## src/rtl/nonce_sweep_scheduler.sv

```systemverilog
// rtl/nonce_sweep_scheduler.sv - batch nonce sweep controller: launches the hash core,
// scans per-nonce H0 results, tracks best hash and stops on hit, limit, timeout or abort.
module nonce_sweep_scheduler #(
  parameter int NONCES_PER_BATCH = 16,
  parameter int MAX_BATCHES      = 256,
  parameter int TIMEOUT          = 4096
) (
  input  logic        clk,
  input  logic        reset,
  input  logic        start,
  input  logic        abort,
  input  logic [31:0] target,
  input  logic [15:0] output_addr,
  output logic        core_start,
  output logic [31:0] core_nonce_base,
  input  logic        core_done,
  output logic        mem_sel,
  output logic [15:0] rd_addr,
  input  logic [31:0] rd_data,
  output logic        busy,
  output logic        done,
  output logic        found,
  output logic        timeout_err,
  output logic [31:0] found_nonce,
  output logic [31:0] found_hash,
  output logic [31:0] best_nonce,
  output logic [31:0] best_hash,
  output logic [15:0] batches_done
);

  localparam int IDX_W = $clog2(NONCES_PER_BATCH + 1);
  localparam int WD_W  = $clog2(TIMEOUT + 1);

  typedef enum logic [2:0] {IDLE, LAUNCH, WAIT_CORE, SCAN, EVAL, FINISH} state_t;

  state_t            state_q;
  logic [IDX_W-1:0]  idx_q, cmp_idx_q;
  logic              vld_q;
  logic [WD_W-1:0]   wd_q;
  logic [31:0]       target_q, base_q;
  logic              core_start_q, mem_sel_q, busy_q, done_q, found_q, timeout_q;
  logic [15:0]       rd_addr_q, batches_q;
  logic [31:0]       found_nonce_q, found_hash_q, best_nonce_q, best_hash_q;

  logic [31:0]       nonce_d;
  logic              better_d, hit_d, last_batch_d;
  logic [32:0]       base_sum_d;

  always_comb begin
    nonce_d      = base_q + 32'(cmp_idx_q);
    better_d     = rd_data < best_hash_q;
    hit_d        = (rd_data < target_q) && !found_q;
    base_sum_d   = {1'b0, base_q} + 33'(NONCES_PER_BATCH);
    last_batch_d = found_q || (batches_q + 16'd1 == 16'(MAX_BATCHES)) || base_sum_d[32];
  end

  always_ff @(posedge clk or posedge reset) begin
    if (reset) begin
      state_q       <= IDLE;
      idx_q         <= '0;
      cmp_idx_q     <= '0;
      vld_q         <= 1'b0;
      wd_q          <= '0;
      target_q      <= '0;
      base_q        <= '0;
      core_start_q  <= 1'b0;
      mem_sel_q     <= 1'b0;
      busy_q        <= 1'b0;
      done_q        <= 1'b0;
      found_q       <= 1'b0;
      timeout_q     <= 1'b0;
      rd_addr_q     <= '0;
      batches_q     <= '0;
      found_nonce_q <= '0;
      found_hash_q  <= '0;
      best_nonce_q  <= '0;
      best_hash_q   <= 32'hFFFF_FFFF;
    end else begin
      core_start_q <= 1'b0;
      done_q       <= 1'b0;
      if (abort && state_q != IDLE) begin
        // Abort drops everything without a done pulse; results stay as they are.
        state_q   <= IDLE;
        mem_sel_q <= 1'b0;
        busy_q    <= 1'b0;
        vld_q     <= 1'b0;
      end else begin
        case (state_q)
          IDLE: if (start) begin
            target_q      <= target;
            base_q        <= '0;
            batches_q     <= '0;
            found_q       <= 1'b0;
            timeout_q     <= 1'b0;
            found_nonce_q <= '0;
            found_hash_q  <= '0;
            best_nonce_q  <= '0;
            best_hash_q   <= 32'hFFFF_FFFF;
            wd_q          <= '0;
            core_start_q  <= 1'b1;
            busy_q        <= 1'b1;
            state_q       <= LAUNCH;
          end
          LAUNCH: begin
            wd_q    <= wd_q + 1'b1;
            state_q <= WAIT_CORE;
          end
          WAIT_CORE: begin
            // The watchdog counts from the launch cycle, so expiry lands TIMEOUT cycles after it.
            if (core_done) begin
              mem_sel_q <= 1'b1;
              idx_q     <= '0;
              vld_q     <= 1'b0;
              rd_addr_q <= output_addr;
              state_q   <= SCAN;
            end else if (wd_q == WD_W'(TIMEOUT - 1)) begin
              timeout_q <= 1'b1;
              done_q    <= 1'b1;
              state_q   <= FINISH;
            end else begin
              wd_q <= wd_q + 1'b1;
            end
          end
          SCAN: begin
            vld_q     <= idx_q != IDX_W'(NONCES_PER_BATCH);
            cmp_idx_q <= idx_q;
            idx_q     <= idx_q + 1'b1;
            rd_addr_q <= rd_addr_q + 16'd1;
            if (vld_q) begin
              if (better_d) begin
                best_hash_q  <= rd_data;
                best_nonce_q <= nonce_d;
              end
              if (hit_d) begin
                found_q       <= 1'b1;
                found_nonce_q <= nonce_d;
                found_hash_q  <= rd_data;
              end
            end
            if (idx_q == IDX_W'(NONCES_PER_BATCH)) state_q <= EVAL;
          end
          EVAL: begin
            batches_q <= batches_q + 16'd1;
            mem_sel_q <= 1'b0;
            if (last_batch_d) begin
              done_q  <= 1'b1;
              state_q <= FINISH;
            end else begin
              base_q       <= base_sum_d[31:0];
              wd_q         <= '0;
              core_start_q <= 1'b1;
              state_q      <= LAUNCH;
            end
          end
          FINISH: begin
            busy_q  <= 1'b0;
            state_q <= IDLE;
          end
          default: state_q <= IDLE;
        endcase
      end
    end
  end

  assign core_start      = core_start_q;
  assign core_nonce_base = base_q;
  assign mem_sel         = mem_sel_q;
  assign rd_addr         = rd_addr_q;
  assign busy            = busy_q;
  assign done            = done_q;
  assign found           = found_q;
  assign timeout_err     = timeout_q;
  assign found_nonce     = found_nonce_q;
  assign found_hash      = found_hash_q;
  assign best_nonce      = best_nonce_q;
  assign best_hash       = best_hash_q;
  assign batches_done    = batches_q;

endmodule

```

## config.mk

```make
export PLATFORM = sky130hd
export DESIGN_NAME = nonce_sweep_scheduler
export DESIGN_NICKNAME = d
export VERILOG_FILES = /design/src/rtl/nonce_sweep_scheduler.sv
export SDC_FILE = /design/constraint.sdc
export NUM_CORES = 1
export LEC_CHECK = 0
export BUFFER_PORTS_ARGS = -buffer_cell sky130_fd_sc_hd__buf_2
export CORE_UTILIZATION = 50
export DETAILED_ROUTE_END_ITERATION = 10
export PLACE_DENSITY_LB_ADDON = 0.2
export SLEW_MARGIN = 10
export SYNTH_ARGS = -nofsm -noshare
export SYNTH_HDL_FRONTEND = slang
export SYNTH_SLANG_ARGS = --single-unit
```

## constraint.sdc

```tcl
create_clock -name clk -period 9.34 [get_ports clk]
set_clock_uncertainty 0.15 [all_clocks]
set_input_delay 1.868 -clock clk [delete_from_list [all_inputs] [get_ports clk]]
set_output_delay 1.868 -clock clk [all_outputs]
set_load 0.1 [all_outputs]
```

; ---- Word level (Yosys, flattened, before mapping)
; Index checks and enable logic that the tools add are counted.
; W data, S select, Z words.
[word_totals]
ff_bits = 257
input_bits = 85
[classes]
add_sub_neg = 6
eq_ne = 22
n_reduce_logical = 28
magnitude_cmp = 2
n_bitwise = 1
mux = 59
[op_table]
columns = cell, n
row1 = $mux W32, 11
row2 = $pmux W32 S2, 5
row3 = $lt A32 B32 Y1, 2
row4 = $pmux W16 S2, 2
row5 = $mux W13, 4
row6 = $pmux W13 S4, 1
row7 = $add A32 B5 Y33 const B, 1
row8 = $add A16 B1 Y16 const B, 2
row9 = $add A32 B5 Y32, 1
row10 = $mux W16, 2
row11 = $mux W1, 18
row12 = $mux W3, 6
row13 = $ne A2 B2 Y1 const B, 9
row14 = $eq A16 B9 Y1 const B, 1
row15 = $pmux W3 S5, 1
row16 = $reduce_and A5 Y1, 3
row17 = $pmux W1 S2, 7
row18 = $add A13 B1 Y13 const B, 1
row19 = $eq A13 B12 Y1 const B, 1
row20 = $reduce_and A3 Y1, 4
row21 = $reduce_bool A3 Y1, 4
row22 = $pmux W5 S2, 1
row23 = $ne A3 B3 Y1 const B, 3
row24 = $reduce_and A2 Y1, 4
row25 = 17 further kinds, 24

; ---- Logic depth before layout (Yosys ltp)
; Gate-level depths: netlist (run 1).
[logic_depth]
depth_word = 7
ltp_mapped = 12
depth_no_buf = 10

; ---- Worst setup path after synthesis (run 1)
; Ideal clock, no wire load.
[synth_path]
path_kind = input port to flip-flop
startpoint = input port rd_data[21]
endpoint = register found_hash_q[10] (netlist: found_hash[10])
n_path_buf = 1
setup_slack_ns = 4.988
arrival_ns = 4.080
setup_ns = 0.122
stages = 10
required_ns = 9.068
cell_sequence = ha_1 -> a21o_1 -> a21o_1 -> a221oi_1 -> nand2_1 -> a21o_1 -> a21oi_1 -> o21ai_1 -> clkbuf_1 -> a22o_1
[synth_via]
elab_chain_cells = 4
[synth_rtl]
columns = element, line_no
row1 = from (decl), 19  ; input logic [31:0] rd_data,
row2 = $lt A32 B32 Y1, 52  ; hit_d = (rd_data < target_q) && !found_q;
row3 = $logic_and A1 B1 Y1, 52
row4 = $ne A2 B2 Y1 (no line), n/a
row5 = $reduce_and A5 Y1 (no line), n/a
row6 = to (signal assigned), 137  ; found_hash_q <= rd_data;
row7 = to (decl), 43  ; logic [31:0] found_nonce_q, found_hash_q, best_nonce_q, best_hash_q;
; Every way passes these cells.
; A chain may end at the register's enable or synchronous reset.

; ---- Worst setup path in the final report (run 1)
[layout_path]
startpoint = input port rd_data[6]
endpoint = register best_nonce_q[31] (netlist: best_nonce[31])
[layout_via]
elab_chain_cells = 3
[layout_rtl]
columns = element, line_no
row1 = $lt A32 B32 Y1, 51  ; better_d = rd_data < best_hash_q;
row2 = $ne A2 B2 Y1 (no line), n/a
row3 = $reduce_and A5 Y1 (no line), n/a
row4 = to (signal assigned), 132  ; best_nonce_q <= nonce_d;
row5 = to (decl), 43
; Every way passes these cells.

==> results of run 1 <==
[power by group through the flow]
| stage | clock [mW] | sequential (mW) | combinational (mW) |
|---|---|---|---|
| floorplan | 0 | 1.79 | 0.647 |
| global placement | 0 | 1.39 | 1.33 |
| detailed placement | 0 | 1.40 | 1.36 |
| CTS | 1.12 | 1.38 | 1.36 |
| global route | 1.17 | 1.40 | 1.48 |
| finish | 1.10 | 1.38 | 1.36 |
[final cells by class]
type | count | area [µm²]
repair buffers | 289 | 1470
inverters | 79 | 304
clock buffers | 45 | 856
clock inverters | 7 | 62.6
flip-flops and latches | 253 | 6370
well taps | 330 | 413
fillers | 2213 | 9870
multi-input cells | 951 | 6120
[layout by cell type (no fill, tap or decap), types with 32 or more instances in the layout]
master,synthesis,routed
a21oi_1,98,97
inv_1,79,78
ha_1,70,70
nand2_1,141,141
nand3_1,33,33
dfrtp_1,221,221
nor2_1,127,127
a22o_1,73,73
buf_2,10,278
xnor2_1,37,37
o21ai_0,101,101
dfstp_2,32,32
[stage by stage]
stage / util [%] / hold WS (ps) / worst slack (ps) / std cells / area [µm²]
detailed placement: 57.6 / 316 / 3700 / 1902 / 14700
CTS: 61.2 / 329 / 4300 / 1954 / 15600
global placement: 57.6 / 307 / 3830 / 1902 / 14700
finish: 61.2 / 322 / 4290 / 1954 / 15600
floorplan: - / 297 / 418 / 1370 / 13100
global route: 61.2 / 343 / 4080 / 1954 / 15600
[sequential cells by signal, summed over array words and instances (netlist names), 3 cells and up]
name and count:
best_nonce 32, batches_done 16, core_nonce_base 28, found_hash 32, rd_addr 16, found_nonce 32, cmp_idx_q 5, idx_q 5
target_q 32, best_hash 32, state_q 3, wd_q 13
[kinds of logic (layout without fill, tap and decap cells)]
logic type,count (synthesis),after routing,synth area share [%]
AOI/OAI and AO/OA,373,373,19.3
DFF,253,253,48.5
and+or+nand+nor,440,440,15.8
muxes,9,9,0.686
xor gates and xnor gates,55,55,3.67
other,1,4,0.0286
buffers and inverters,166,420,5.27
adders and majority gates,70,70,6.67
[worst max-delay path by stage]
| stage | startpoint | end | cells after the start | slack [ps] |
|---|---|---|---|---|
| after floorplan | reset | batches_done[0]$_DFFE_PP0P_ | 1 | 420 |
| after global placement | rd_data[6] | best_hash[28]$_DFFE_PP1P_ | 11 | 3830 |
| after detailed placement | rd_data[6] | best_nonce[31]$_DFFE_PP0P_ | 10 | 3700 |
| after CTS | rd_data[6] | best_nonce[31]$_DFFE_PP0P_ | 10 | 4300 |
| after global routing | rd_data[6] | best_nonce[24]$_DFFE_PP0P_ | 10 | 4080 |
| final | rd_data[6] | best_nonce[31]$_DFFE_PP0P_ | 10 | 4290 |
[layer usage]
metal	vias up	track usage [%]	wire, µm
met4	0	9.30	1240
met3	68	4.65	2270
li1	5317	-	-
met5	-	0	0
met2	349	41.2	16500
met1	5380	36.9	16100
[worst max-delay path, delay by kind of cell]
kind | cells | cell delay [ps]
compound gates | 6 | 1890
simple gates | 1 | 700
buf+inv | 2 | 580
fa+ha+maj | 1 | 320
==> results, run 1 <==
- The capturing point of the worst reg2reg path is best_nonce[31]$_DFFE_PP0P_.
- The startpoint of the lowest-slack register-to-register path is best_hash[6]$_DFFE_PP1P_.
- The via count of the first global-routing pass is 10400.
- The count of endpoints failing hold in the final timing report was 0.
- The tree built by TritonCTS fans out to approximately 250 sinks.
- The die covers 0.0269 mm².
- The net switching power is roughly 1.6 mW.
- The first detailed-routing pass took 5 iterations.
- Dividing the final minimum period by the clock period gives between 50 and 60%.
- The worst-case IR drop observed on VDD is 0.234 mV.
- The cell taking the most area after synthesis is dfrtp_1.
- The arrival time at the worst endpoint is approximately 5400 ps.
- The floorplan step set the die height to 164 µm.
- The vias after detailed routing is ~11000.
- For this run, the register share of the synthesized area comes to 48.5%.
- The flow ran to the end, and the final reports show no timing, DRC or antenna violations.
- For the worst setup path, the data required time is 9640 ps.
- Summed over all cells, the static leakage comes to between 7 and 8 nW.
- The area growth from synthesis to layout is 18.9%.
- The initial antenna violation count was 0.
- The tree is rooted in a clkbuf_16.
- 283 I/O pins were placed.
- The largest stage delay on the critical path is 770 ps.
- The worst hold path terminates at best_nonce[29]$_DFFE_PP0P_.
- The overall power after layout is 3.84 mW.
- The number of cells traversed by the worst register-to-register path is 10.
- The internal power consumption is 2.21 mW.
- Max-cap violations in this run came to 0.
- The proportion of synthesized flip-flops having asynchronous set or reset is 100%.
- The path class of the tightest hold or removal check is reg -> reg.
- The transition time at the pin with the least slew margin is about 1200 ps.
- The slowest stage of the critical path belongs to the cell a211oi_4.
- In the post-synthesis netlist, the biggest area contributors are dfrtp_1 (42%), ha_1 (6.7%), dfstp_2 (6.4%), a22o_1 (4.9%), nand2_1 (4.0%).
- The clock transition at the registers of the reported paths is ~60 ps.
- The highest clock rate is 0.198 GHz.
- In this run the mean area of a mapped cell was roughly 9.6 µm².
- The deepest clock path buffer count is 3.
- Summed over its instances, the top area cell type makes up a little over two fifths of the synthesized netlist area.
- Buffers placed on the I/O ports in this run total about 280.
- The fraction of layout instances using a drive strength above 1 is about a quarter.
- The post-detailed-route DRC marker count is 0.
- Net switching is a little over two fifths of the power.
- The critical-path maximum fanout is 25.
- The most numerous cell in the Yosys netlist is dfrtp_1.
- Entering global routing, the biggest net connects ~130 pins.
- The clock insertion delay at the later pin of the skew report is between 500 and 600 ps.
- The overall die width is between 150 and 200 µm.
- Combinational cells account for a little over a third of the total power.
- The share of total power in sequential cells is between 30% and 40%.
- Setup repair after global routing left no endpoint under its margin.
- The number of flip-flops and latches in the synthesized netlist is approximately 250.
- Summing every instance area after synthesis gives 0.0131 mm².
- Global routing used between 20% and 30% of the available tracks across all layers.
- The most used flip-flop cell after synthesis is dfrtp_1.
- Setup violations remaining at the end of the flow were counted as 0.
- The number of clock buffers inserted by TritonCTS is 28.
- The worst hold path passes through 2 cells.
- Wires add up to around 36000 µm.
- The critical path in this run is classified as in -> reg.
- Once the floorplan was initialized, standard cells occupied slightly above 50% of the core.
- The hold path startpoint is best_nonce[29]$_DFFE_PP0P_.
- The post-cts gate resize count is 0.
- The worst setup path is launched from an input port.
- Dividing the detail-routed wire length by the instance count gives approximately 18 µm.
- The number of warnings reported in the yosys synthesis log is 0.
- The relative contribution of the clock network to total power is between 20 and 30%.
- The repair_antennas step left the layout with diodes totalling 0.
- The first-pass GRT wire length is ~56000 µm.
- For this block, the initial DRC count from the detailed router was about 800.
- The final critical-path required period is 5050 ps.
- Global routing finished with a remaining overflow of 0.
- STA classifies the critical path endpoint as a register.
- The unique cell type count in the Yosys netlist is between 70 and 80.
- The number of antenna-violating nets in the routed design is 0.
- The via density per instance is 5.69.
- For the final routed database, the setup TNS stands at 0 ps.
- After legalization and detailed placement, the total HPWL measured 25200 µm.
- Headroom to the max-slew limit came out at roughly a fifth.
- The number of cells produced by synthesis is around 1400.
- In this run the core area contains 58 standard-cell rows.
- The placeable core region is approximately 0.025 mm².
- The final-stage net count is 1757.
- Buffers inserted to repair hold after CTS numbered 0.
- TritonCTS built the clock tree.
- The signal on the critical path passes through buf_2, ha_1, a21o_1, a211o_1, a311oi_1, o31ai_1, a211oi_4, nand2_1, buf_4, o21ai_0.
- The final RePlAce weighted congestion is 0.905.
- Setup slack on the worst reg-to-reg path comes out at between 5000 and 6000 ps.
- Once the clock tree was built, the setup fixing pass inserted 0 buffers.
- The max-slew violation count is 0.
- The number of synthesized flops with an enable pin is 0.
- By count the netlist is led by dfrtp_1 (221), nand2_1 (141), nor2_1 (127).
- Dividing total power by cell area gives a power density of ~250 mW/mm².
- The H-tree depth reported by CTS is 1.
(Power assumes the default switching activity.)
==> run 2: changes to the inputs <==
Clock period 9.34 ns to 4.3 ns, I/O delays scaled along.
==> results, run 2 (synthesized netlist as in run 1, its figures left out) <==
- The placeable core region was 0.0255 mm² (unchanged).
- The worst setup path is captured at a register.
- The vertical extent of the die is 164 µm (unchanged).
- The first-pass GRT wire length is 56100 µm (unchanged).
- In this run the critical register-to-register path is launched from batches_done[0]$_DFFE_PP0P_.
- The power per standard cell area is 541 mW/mm² (+120%).
- The overall die area is 0.0269 mm² (unchanged).
- The count of placed standard cells in the final layout, fillers left out was 1968 (+0.72%).
- The relative max-transition margin is 35.3% (+15 points).
- The placed wire-length estimate was 25900 µm (+2.5%).
- The largest stage delay on the critical path is 520 ps (-250 ps).
- The top cell types in the final layout, fill and taps aside, are buf_2 (278), dfrtp_1 (221), nand2_1 (141), nor2_1 (127), o21ai_0 (101).
- The number of hold buffers added after CTS came to 0 (unchanged).
- The final wirelength was 35900 µm (-0.63%).
- In this run the most critical hold path is launched from best_hash[0]$_DFFE_PP1P_.
- The post-CTS setup buffer count came to 0 (unchanged).
- The H-tree depth reported by CTS was 1 (unchanged).
- Setup repair after global routing left no endpoint under its margin.
- The highest clock rate is around 0.28 GHz.
- The final number of setup-violating endpoints is 0 (unchanged).
- The data required time at the worst endpoint is 4610 ps (-5030 ps).
- The initial antenna violation count is 1 (+1).
- The maximum number of pins on one net before global-route repair is 88 (-34%).
- The worst setup path is launched from a register.
- The number of clock buffers inserted by TritonCTS is 28 (unchanged).
- The clock transition at the registers of the reported paths was 60 ps (about the same).
- The min-delay analysis places its worst path in the category reg -> reg.
- Dividing the final minimum period by the clock period gives a little over four fifths.
- The run finished with clean final reports.
- The fill cell instance count of the final layout came to 2182 (-1.4%).
- For this design, the slowest cell found on the critical path is dfrtp_1.
- The share of the core filled with cells was 62.1% (+0.84 points).
- The total number of clock tree sinks was 253 (unchanged).
- The critical-path maximum fanout was 24 (-4.0%).
- The arrival time at the worst endpoint is 3940 ps (-1420 ps).
- TritonCTS built the clock tree.
- The signal on the critical path passes through ha_1, nand4_1, or4_1, o2111a_1, o211ai_1, o21ai_4, buf_4, or4_4, or3_1, a21oi_1.
- The cell count after placement is 1915 (+0.68%).
- The transition time at the pin with the least slew margin was 968 ps (-221 ps).
- The static leakage came to 7.88 nW (+1.4%).
- The DRC marker count from the first detailed-route iteration is 743 (-4.4%).
- The total routing usage reported by global routing is 26.5% (+0.085 points).
- The initial core utilization is 51.5% (unchanged).
- The max-cap check violation count is 0 (unchanged).
- The deepest clock path buffer count is 3 (unchanged).
- The count of port buffers added during placement is 278 (unchanged).
- The sequential cell area came to 0.00637 mm² (unchanged).
- The area used by multi-input combinational logic is 0.00612 mm² (about the same).
- The overall power after layout is 8.56 mW (+120%).
- The via density per instance is 5.66 (-0.43%).
- The vias after detailed routing was 11100 (+0.28%).
- The max-slew violation count is 0 (unchanged).
- The final-stage net count is 1770 (+0.74%).
- The most frequent standard cell in the layout excluding fill and tap cells is buf_2.
- The post-detailed-route DRC marker count is 0 (unchanged).
- The number of top-level design ports is 283 (unchanged).
- The fraction of layout instances using a drive strength above 1 is 24.9% (+0.79 points).
- The synthesis-to-finish area growth is 20.5%.
- The wire length per cell is 18.3 µm (-1.3%).
- The worst path needs 3630 ps of the cycle, external delays included.
- In this run the clock root is driven by a clkbuf_16.
- The number of cell rows is 58 (unchanged).
- The post-cts gate resize count is 0 (unchanged).
- The count of endpoints failing hold in the final timing report is 0 (unchanged).
- The via count of the first global-routing pass is 10500 (+0.69%).
- The global-route congestion overflow total is 0 (unchanged).
- The overall die width is 164 µm (unchanged).
- The maximum resistive drop on vdd was 0.484 mV (+110%).
- The iteration count of the initial detailed-routing pass is 5 (unchanged).
- The launching instance or port of the critical path is batches_done[0]$_DFFE_PP0P_.
- The final RePlAce weighted congestion came to 0.899 (-0.76%).
- The clock insertion delay at the later pin of the skew report came to 550 ps (about the same).
- The number of antenna-violating nets in the routed design is 0 (unchanged).
- The critical path is of the reg -> reg type.
==> run 2: cell count changes in the layout (fill, tap and decap cells not counted), sizes merged <==
cell,previous run,this run
bufinv,1,5
clkbuf,45,40
inv,79,78
buf,289,302
clkinvlp,1,3
diode,0,1
==> run 2: path summary, 6_finish.rpt <==
check / to / slack, ps / cells after the start
max: core_nonce_base[25]$_DFFE_PP0P_ / 670 / 10
min: best_hash[0]$_DFFE_PP1P_ / 320 / 2
max reg2reg: core_nonce_base[25]$_DFFE_PP0P_ / 670 / 10
min reg2reg: best_hash[0]$_DFFE_PP1P_ / 320 / 2
max in group asynchronous: rd_addr[15]$_DFFE_PP0P_ / 2670 / 3
min in group asynchronous: best_nonce[10]$_DFFE_PP0P_ / 370 / 2
==> run 2: area by class of cell <==
type	count	share of cell area (%)
multi-input combinational	951	38.7
tap	330	2.61
sequential	253	40.3
clock buffer	40	5.10
inverter	79	1.90
clock inverter	12	1.20
timing repair buffer	302	10.2
antenna	1	0.0158
==> run 2: critical path, delay by kind of cell, from the launching register on <==
kind | cells | cell delay (ps)
buffers and inverters | 1 | 300
flip-flops | 1 | 520
AND/OR/NAND/NOR | 4 | 1550
AO/OA/AOI/OAI | 4 | 660
adder cells (fa/ha/maj) | 1 | 360
==> run 2: metal layers <==
layer	vias to the layer above	share of wire [%]	GRT usage (%)
li1	5343	-	-
met2	368	46	42.2
met1	5358	43	36.1
met4	0	3.8	9.64
met5	-	0	0
met3	76	6.6	4.77
==> run 2: where the power goes <==
part	internal (mW)	total, mW	switching (mW)
clock network	1.60	2.58	0.977
logic	0.679	2.99	2.31
registers	2.73	2.99	0.266
total	5.01	8.56	3.55
==> run 2: stage by stage <==
stage	hold slack [ps]	setup TNS, ps	instance area, µm²	setup slack, ps
2_1_floorplan	297	-2990	13100	-13.5
3_3_place_gp	309	0	14800	508
3_5_place_dp	311	0	14800	440
4_1_cts	321	0	15800	648
5_1_grt	351	0	15800	401
6_report	321	0	15800	666
